$ cat config.mk
export PLATFORM = sky130hd
export DESIGN_NAME = genius_sequencia_param
export DESIGN_NICKNAME = d
export VERILOG_FILES = /design/src/rtl/genius_sequencia_param.sv
export SDC_FILE = /design/constraint.sdc
export NUM_CORES = 1
export LEC_CHECK = 0
export BUFFER_PORTS_ARGS = -buffer_cell sky130_fd_sc_hd__buf_2
export CORE_MARGIN = 5
export CORE_UTILIZATION = 50
export CTS_BUF_LIST = sky130_fd_sc_hd__clkbuf_16
export CTS_CLUSTER_DIAMETER = 120
export DETAILED_ROUTE_END_ITERATION = 8
export PLACE_DENSITY = 0.68
export SKIP_CTS_REPAIR_TIMING = 1
export SYNTH_ARGS = -nofsm -noshare
export SYNTH_HDL_FRONTEND = slang
export SYNTH_SLANG_ARGS = --single-unit
$ cat constraint.sdc
create_clock -name clock -period 3.8 [get_ports clock]
set_input_delay 0.19 -clock clock [delete_from_list [all_inputs] [get_ports clock]]
set_output_delay 0.19 -clock clock [all_outputs]
set_load 0.01 [all_outputs]
$ cat src/rtl/genius_sequencia_param.sv
`default_nettype none
// ============================================================================
// Module   : genius_sequencia_param
// Brief    : Parametrised "Genius" memory-game engine. The player builds the
//            sequence: each round, repeat every stored play, then add one new
//            play. Optional LED replay of the stored sequence: GENIUS_REPLAY_EN.
// Revision : 1.0 - initial release
// ============================================================================
module genius_sequencia_param #(
    parameter int N_BOTOES       = 4,
    parameter int ADDR_W         = 4,
    parameter int N_RODADAS      = 16,
    parameter int TIMEOUT_CICLOS = 5000,
    parameter int REPLAY_CICLOS  = 1000
) (
    input  logic                clock,
    input  logic                reset,
    input  logic                iniciar,
    input  logic [N_BOTOES-1:0] botoes,
    output logic [N_BOTOES-1:0] leds,
    output logic                pronto,
    output logic                ganhou,
    output logic                perdeu,
    output logic                db_timeout,
    output logic [ADDR_W:0]     db_rodada,
    output logic [ADDR_W-1:0]   db_endereco,
    output logic [N_BOTOES-1:0] db_jogada,
    output logic [3:0]          db_estado
);

    localparam int                 c_TMO_W      = $clog2(TIMEOUT_CICLOS) + 1;
    localparam logic [c_TMO_W-1:0] c_TMO_ULTIMO = c_TMO_W'(TIMEOUT_CICLOS - 1);
    localparam logic [c_TMO_W-1:0] c_TMO_UM     = c_TMO_W'(1);
    localparam logic [ADDR_W:0]    c_ROD_FINAL  = (ADDR_W + 1)'(N_RODADAS);
    localparam logic [ADDR_W:0]    c_ROD_UM     = (ADDR_W + 1)'(1);
    localparam logic [ADDR_W-1:0]  c_END_UM     = ADDR_W'(1);

    generate
        if (N_RODADAS < 1 || N_RODADAS > (1 << ADDR_W) ||
            TIMEOUT_CICLOS < 1 || REPLAY_CICLOS < 1) begin : g_param_invalido
            $error("genius_sequencia_param: parameter out of range");
        end
    endgenerate

    typedef enum logic [3:0] {
        S_INICIAL     = 4'h0,
        S_PREPARA     = 4'h1,
        S_ESPERA      = 4'h2,
        S_REGISTRA    = 4'h3,
        S_COMPARA     = 4'h4,
        S_PROX_END    = 4'h5,
        S_ESPERA_NOVA = 4'h6,
        S_ESCREVE     = 4'h7,
        S_PROX_RODADA = 4'h8,
        S_REPLAY      = 4'h9,
        S_FIM_GANHOU  = 4'hA,
        S_FIM_TIMEOUT = 4'hD,
        S_FIM_ERRO    = 4'hE
    } estado_t;

    estado_t               r_estado;
    estado_t               w_proximo;
    logic [N_BOTOES-1:0]   r_b_q;
    logic [N_BOTOES-1:0]   r_b_qq;
    logic [ADDR_W:0]       r_rodada;
    logic [ADDR_W-1:0]     r_endereco;
    logic [N_BOTOES-1:0]   r_jogada;
    logic [c_TMO_W-1:0]    r_tmo;
    logic [N_BOTOES-1:0]   r_ram [0:(1 << ADDR_W)-1];

    logic w_press;
    logic w_nova_ok;
    logic w_tmo_fim;
    logic w_match;
    logic w_ultimo;

    // A press is the first non-zero sample after an all-zero one.
    assign w_press   = (r_b_q != '0) && (r_b_qq == '0);
    assign w_nova_ok = w_press && $onehot(r_b_q);
    assign w_tmo_fim = (r_tmo == c_TMO_ULTIMO);
    assign w_match   = $onehot(r_jogada) && (r_jogada == r_ram[r_endereco]);
    assign w_ultimo  = ({1'b0, r_endereco} == (r_rodada - c_ROD_UM));

`ifdef GENIUS_REPLAY_EN
    localparam int                 c_REP_W      = $clog2(REPLAY_CICLOS) + 1;
    localparam logic [c_REP_W-1:0] c_REP_ULTIMO = c_REP_W'(REPLAY_CICLOS - 1);
    localparam logic [c_REP_W-1:0] c_REP_UM     = c_REP_W'(1);

    logic [c_REP_W-1:0] r_rep_cnt;
    logic               r_rep_aceso;
    logic               w_rep_passo;
    logic               w_rep_fim;

    assign w_rep_passo = (r_rep_cnt == c_REP_ULTIMO);
    assign w_rep_fim   = w_rep_passo && !r_rep_aceso && w_ultimo;
    assign leds = (r_estado == S_REPLAY) ? (r_rep_aceso ? r_ram[r_endereco] : '0) : r_b_q;
`else
    assign leds = r_b_q;
`endif

    always_ff @(posedge clock) begin
        if (reset) begin
            r_estado <= S_INICIAL;
        end else begin
            r_estado <= w_proximo;
        end
    end

    always_comb begin
        w_proximo = r_estado;
        case (r_estado)
            S_INICIAL, S_FIM_GANHOU, S_FIM_ERRO, S_FIM_TIMEOUT: begin
                if (iniciar) w_proximo = S_PREPARA;
            end
            S_PREPARA: w_proximo = S_ESPERA_NOVA;
            S_ESPERA: begin
                // A press on the expiry cycle still counts.
                if (w_press)        w_proximo = S_REGISTRA;
                else if (w_tmo_fim) w_proximo = S_FIM_TIMEOUT;
            end
            S_REGISTRA: w_proximo = S_COMPARA;
            S_COMPARA: begin
                if (!w_match)      w_proximo = S_FIM_ERRO;
                else if (w_ultimo) w_proximo = (r_rodada == c_ROD_FINAL) ? S_FIM_GANHOU
                                                                         : S_ESPERA_NOVA;
                else               w_proximo = S_PROX_END;
            end
            S_PROX_END: w_proximo = S_ESPERA;
            S_ESPERA_NOVA: begin
                if (w_nova_ok)      w_proximo = S_ESCREVE;
                else if (w_tmo_fim) w_proximo = S_FIM_TIMEOUT;
            end
            S_ESCREVE: w_proximo = S_PROX_RODADA;
`ifdef GENIUS_REPLAY_EN
            S_PROX_RODADA: w_proximo = S_REPLAY;
            S_REPLAY: begin
                if (w_rep_fim) w_proximo = S_ESPERA;
            end
`else
            S_PROX_RODADA: w_proximo = S_ESPERA;
`endif
            default: w_proximo = S_INICIAL;
        endcase
    end

    always_ff @(posedge clock) begin
        if (reset) begin
            r_b_q      <= '0;
            r_b_qq     <= '0;
            r_rodada   <= '0;
            r_endereco <= '0;
            r_jogada   <= '0;
            r_tmo      <= '0;
`ifdef GENIUS_REPLAY_EN
            r_rep_cnt   <= '0;
            r_rep_aceso <= 1'b0;
`endif
        end else begin
            r_b_q  <= botoes;
            r_b_qq <= r_b_q;
            case (r_estado)
                // Cleared on entry so PREPARA already shows round 0.
                S_INICIAL, S_FIM_GANHOU, S_FIM_ERRO, S_FIM_TIMEOUT: begin
                    if (iniciar) begin
                        r_rodada   <= '0;
                        r_endereco <= '0;
                        r_tmo      <= '0;
                    end
                end
                S_ESPERA: begin
                    if (w_press) begin
                        r_jogada <= r_b_q;
                        r_tmo    <= '0;
                    end else begin
                        r_tmo <= r_tmo + c_TMO_UM;
                    end
                end
                S_ESPERA_NOVA: begin
                    if (w_nova_ok) begin
                        r_jogada <= r_b_q;
                        r_tmo    <= '0;
                    end else begin
                        r_tmo <= r_tmo + c_TMO_UM;
                    end
                end
                S_PROX_END: r_endereco <= r_endereco + c_END_UM;
                S_PROX_RODADA: begin
                    r_rodada   <= r_rodada + c_ROD_UM;
                    r_endereco <= '0;
                    r_tmo      <= '0;
`ifdef GENIUS_REPLAY_EN
                    r_rep_cnt   <= '0;
                    r_rep_aceso <= 1'b1;
`endif
                end
`ifdef GENIUS_REPLAY_EN
                S_REPLAY: begin
                    if (w_rep_passo) begin
                        r_rep_cnt   <= '0;
                        r_rep_aceso <= !r_rep_aceso;
                        if (!r_rep_aceso) r_endereco <= w_ultimo ? '0 : r_endereco + c_END_UM;
                    end else begin
                        r_rep_cnt <= r_rep_cnt + c_REP_UM;
                    end
                end
`endif
                default: ;
            endcase
        end
    end

    // Sequence RAM has no reset; every address is written before it is read.
    always_ff @(posedge clock) begin
        if (!reset && r_estado == S_ESCREVE) begin
            r_ram[r_rodada[ADDR_W-1:0]] <= r_jogada;
        end
    end

    assign pronto      = (r_estado == S_FIM_GANHOU) || (r_estado == S_FIM_ERRO) ||
                         (r_estado == S_FIM_TIMEOUT);
    assign ganhou      = (r_estado == S_FIM_GANHOU);
    assign perdeu      = (r_estado == S_FIM_ERRO) || (r_estado == S_FIM_TIMEOUT);
    assign db_timeout  = (r_estado == S_FIM_TIMEOUT);
    assign db_rodada   = r_rodada;
    assign db_endereco = r_endereco;
    assign db_jogada   = r_jogada;
    assign db_estado   = r_estado;

endmodule
`default_nettype wire

==> metrics.yaml <==
p_sw_share_pct: 30.3
grt_max_degree: 29
cp_slowest_cell: "a221oi_1"
status: "finished, final reports clean"
slew_headroom_pct: 35.9
hold_viol_final: 0
clk_pin_slew_ns: 0.08
overflow: 0
worst_slew_pin_slew_ns: 0.961
worst_ir_drop_vdd_mv: 0.305
pin_count: 32
avgSynthCellArea_sq_um: 11.6
die_w_um: 110
drv_slew: 0
hpwlAfterDp_mm: 7.24
core_sq_um: 9770
tritoncts: "yes"
synth_edf_count: 64
worst_setup_path_end_kind: "flip-flop"
arrival_ns: 3.61
grt_antenna_before_repair: 0
fin_cells: 597
async_flop_share_pct: 0
grt_pass1_wl_mm: 16.6
ant_nets: 0
port_buffers: 31
layout_setup_ws_ns: 0.453
setup_viol: 0
max_stage_delay_ns: 0.61
first_pass_iters: 4
path_class: "reg -> reg"
diodes: 0
die-area_sq_um: 12100
power_mw: 3.09
holdWs_ns: 0.0544
fin_util_pct: 57.3
cts-root-buf: "clkbuf_16"
synth_top_area_share_pct: 38.4
stdcell_area_sq_um: 5600
clk-insertion-delay-late_ns: 0.34
setup_tns_ns: 0
p_int_mw: 2.15
cts.sink_count: 107
dr_total_vias: 3367
route.detailed.drc: 0
cts_buffer_depth: 2
synth_top_cell_by_area: "edfxtp_1"
drt-total-wl_mm: 10.2
place.gp.congestion: 0.852
via_per_inst: 5.64
yosysSeqAreaShare_pct: 55.7
synth-seq-cells: 107
synth-main-ff-cell: "edfxtp_1"
synth.area.top_cells: "edfxtp_1 38%, dfxtp_1 17%, mux2i_1 5.2%"
h-tree-depth: 3
period_share_pct: 88.1
pre_cts_slack_ns: 0.526
clkPwrFrac_pct: 33.5
syn2layout_area_growth_pct: 12.1
combPwrFrac_pct: 21.8
initial_core_util_pct: 51.1
rsz0062_at_grt: "no"
p_sw_mw: 0.938
cp_max_fo: 5
place_area_sq_um: 5270
p_leak_nw: 2.00
ys_warn_count: 0
syn_inst: 431
grt_usage_pct: 18.0
wl_per_cell_um: 17.0
path_cells: "inv_1 > fa_1 > inv_1 > ha_1 > ha_1 > or3b_2 > a221oi_1 > o21ai_0 > a21oi_1 > nor3_1 > a211oi_1"
cap_violations: 0
first_global_vias: 3217
numCtsBuffers: 9
synth_area_sq_um: 5000
fillCellCount: 846
worstSetupStartpointType: "flip-flop"
fin_nets: 480
dp_cells: 581
layout_commonest_cell: "edfxtp_1"
cp.required_ns: 4.06
fmax_mhz: 299
final_cell_mix: "64 x edfxtp_1, 58 x nor2_1, 43 x dfxtp_1"
synth.distinct_cells: 50
first_iter_violations: 145
sequentialPowerShare_pct: 44.6
syn_nets: 452
period_needed_ns: 3.35
drive_gt1_share_pct: 14.9
finalClockSkew_ns: 0.00711
die_h_um: 110
hold_path_class: "in -> reg"
powerDensity_nw_per_um2: 552
row_count: 36
[power groups by stage]
stage               sequential [mW]  combinational (mW)  clock, mW
finish                         1.38               0.675       1.04
global route                   1.40               0.743       1.10
detailed placement             1.41               0.673          0
floorplan                      1.36               0.567          0
CTS                            1.38               0.678       1.05
global placement               1.40               0.658          0
[routing by layer]
layer  track usage (%)  part of all wire (%)  vias to the layer above
met5                 0                     0                        -
li1                  -                     -                     1639
met4              6.06                   1.6                        0
met2              28.8                    48                       95
met3              3.26                   4.8                       14
met1              24.8                    45                     1619
[Yosys cell counts (2+ instances only)]
master / n
o31a_1: 3
dfxtp_1: 43
nor2b_1: 12
o21ai_0: 13
nor4_1: 2
a22oi_1: 3
fa_1: 2
and3_1: 5
clkbuf_1: 15
or3_1: 4
o21bai_1: 3
xor2_1: 16
nand3_1: 8
a31oi_1: 4
ha_1: 12
or4_1: 2
buf_2: 5
nand3b_1: 2
o2111ai_1: 4
mux4_2: 11
a21oi_1: 21
nand2b_1: 7
and4_1: 4
mux2i_1: 26
xnor2_1: 3
o211ai_1: 7
edfxtp_1: 64
nand2_1: 18
nor2_1: 58
nor4b_1: 2
inv_1: 17
and2_1: 6
nor3_1: 10
nand4_1: 2
o22ai_1: 2
[cell families (layout without fill, tap and decap cells)]
group	after synthesis	count (layout)	share of synthesized area, %
buffers and inverters	39	72	3.45
DFF	107	107	55.7
AOI/OAI and AO/OA	68	68	8.74
muxes	38	38	10.4
and+or+nand+nor	146	146	14.6
xor gates and xnor gates	19	19	3.33
adders and majority gates	14	14	3.80
[path summary, 6_finish.rpt]
path	from	to	slack [ns]	cells past startpoint
setup / recovery	leds[0]$_SDFF_PP0_	db_estado[1]$_SDFFE_PP0N_	0.45	11
hold / removal	botoes[1]	leds[1]$_SDFF_PP0_	0.05	2
setup reg to reg	leds[0]$_SDFF_PP0_	db_estado[1]$_SDFFE_PP0N_	0.45	11
hold reg to reg	leds[3]$_SDFF_PP0_	r_b_qq[3]$_SDFF_PP0_	0.53	2
[worst max-delay path: cells and delay by family (launching register included)]
family	cells	cell delay [ns]
fa+ha+maj	3	0.99
compound gates	4	1.24
flops	1	0.35
buf+inv	2	0.14
simple gates	2	0.56
[final cells by class]
| type | instances | area [sq um] | area share, % |
|---|---|---|---|
| sequential | 107 | 2780 | 49.7 |
| multi-input combinational | 285 | 2040 | 36.5 |
| clock buffer | 9 | 225 | 4.02 |
| timing repair buffer | 39 | 215 | 3.84 |
| tap | 133 | 166 | 2.97 |
| clock inverter | 7 | 106 | 1.90 |
| inverter | 17 | 63.8 | 1.14 |
[sequential cells by signal, indices dropped and copies added (netlist names), named ones only]
name / count
r_tmo: 14
db_endereco: 4
db_rodada: 5
r_ram: 64
db_estado: 4
r_b_qq: 4
db_jogada: 4
leds: 4
Note: power is estimated with default switching activity, not from simulation.
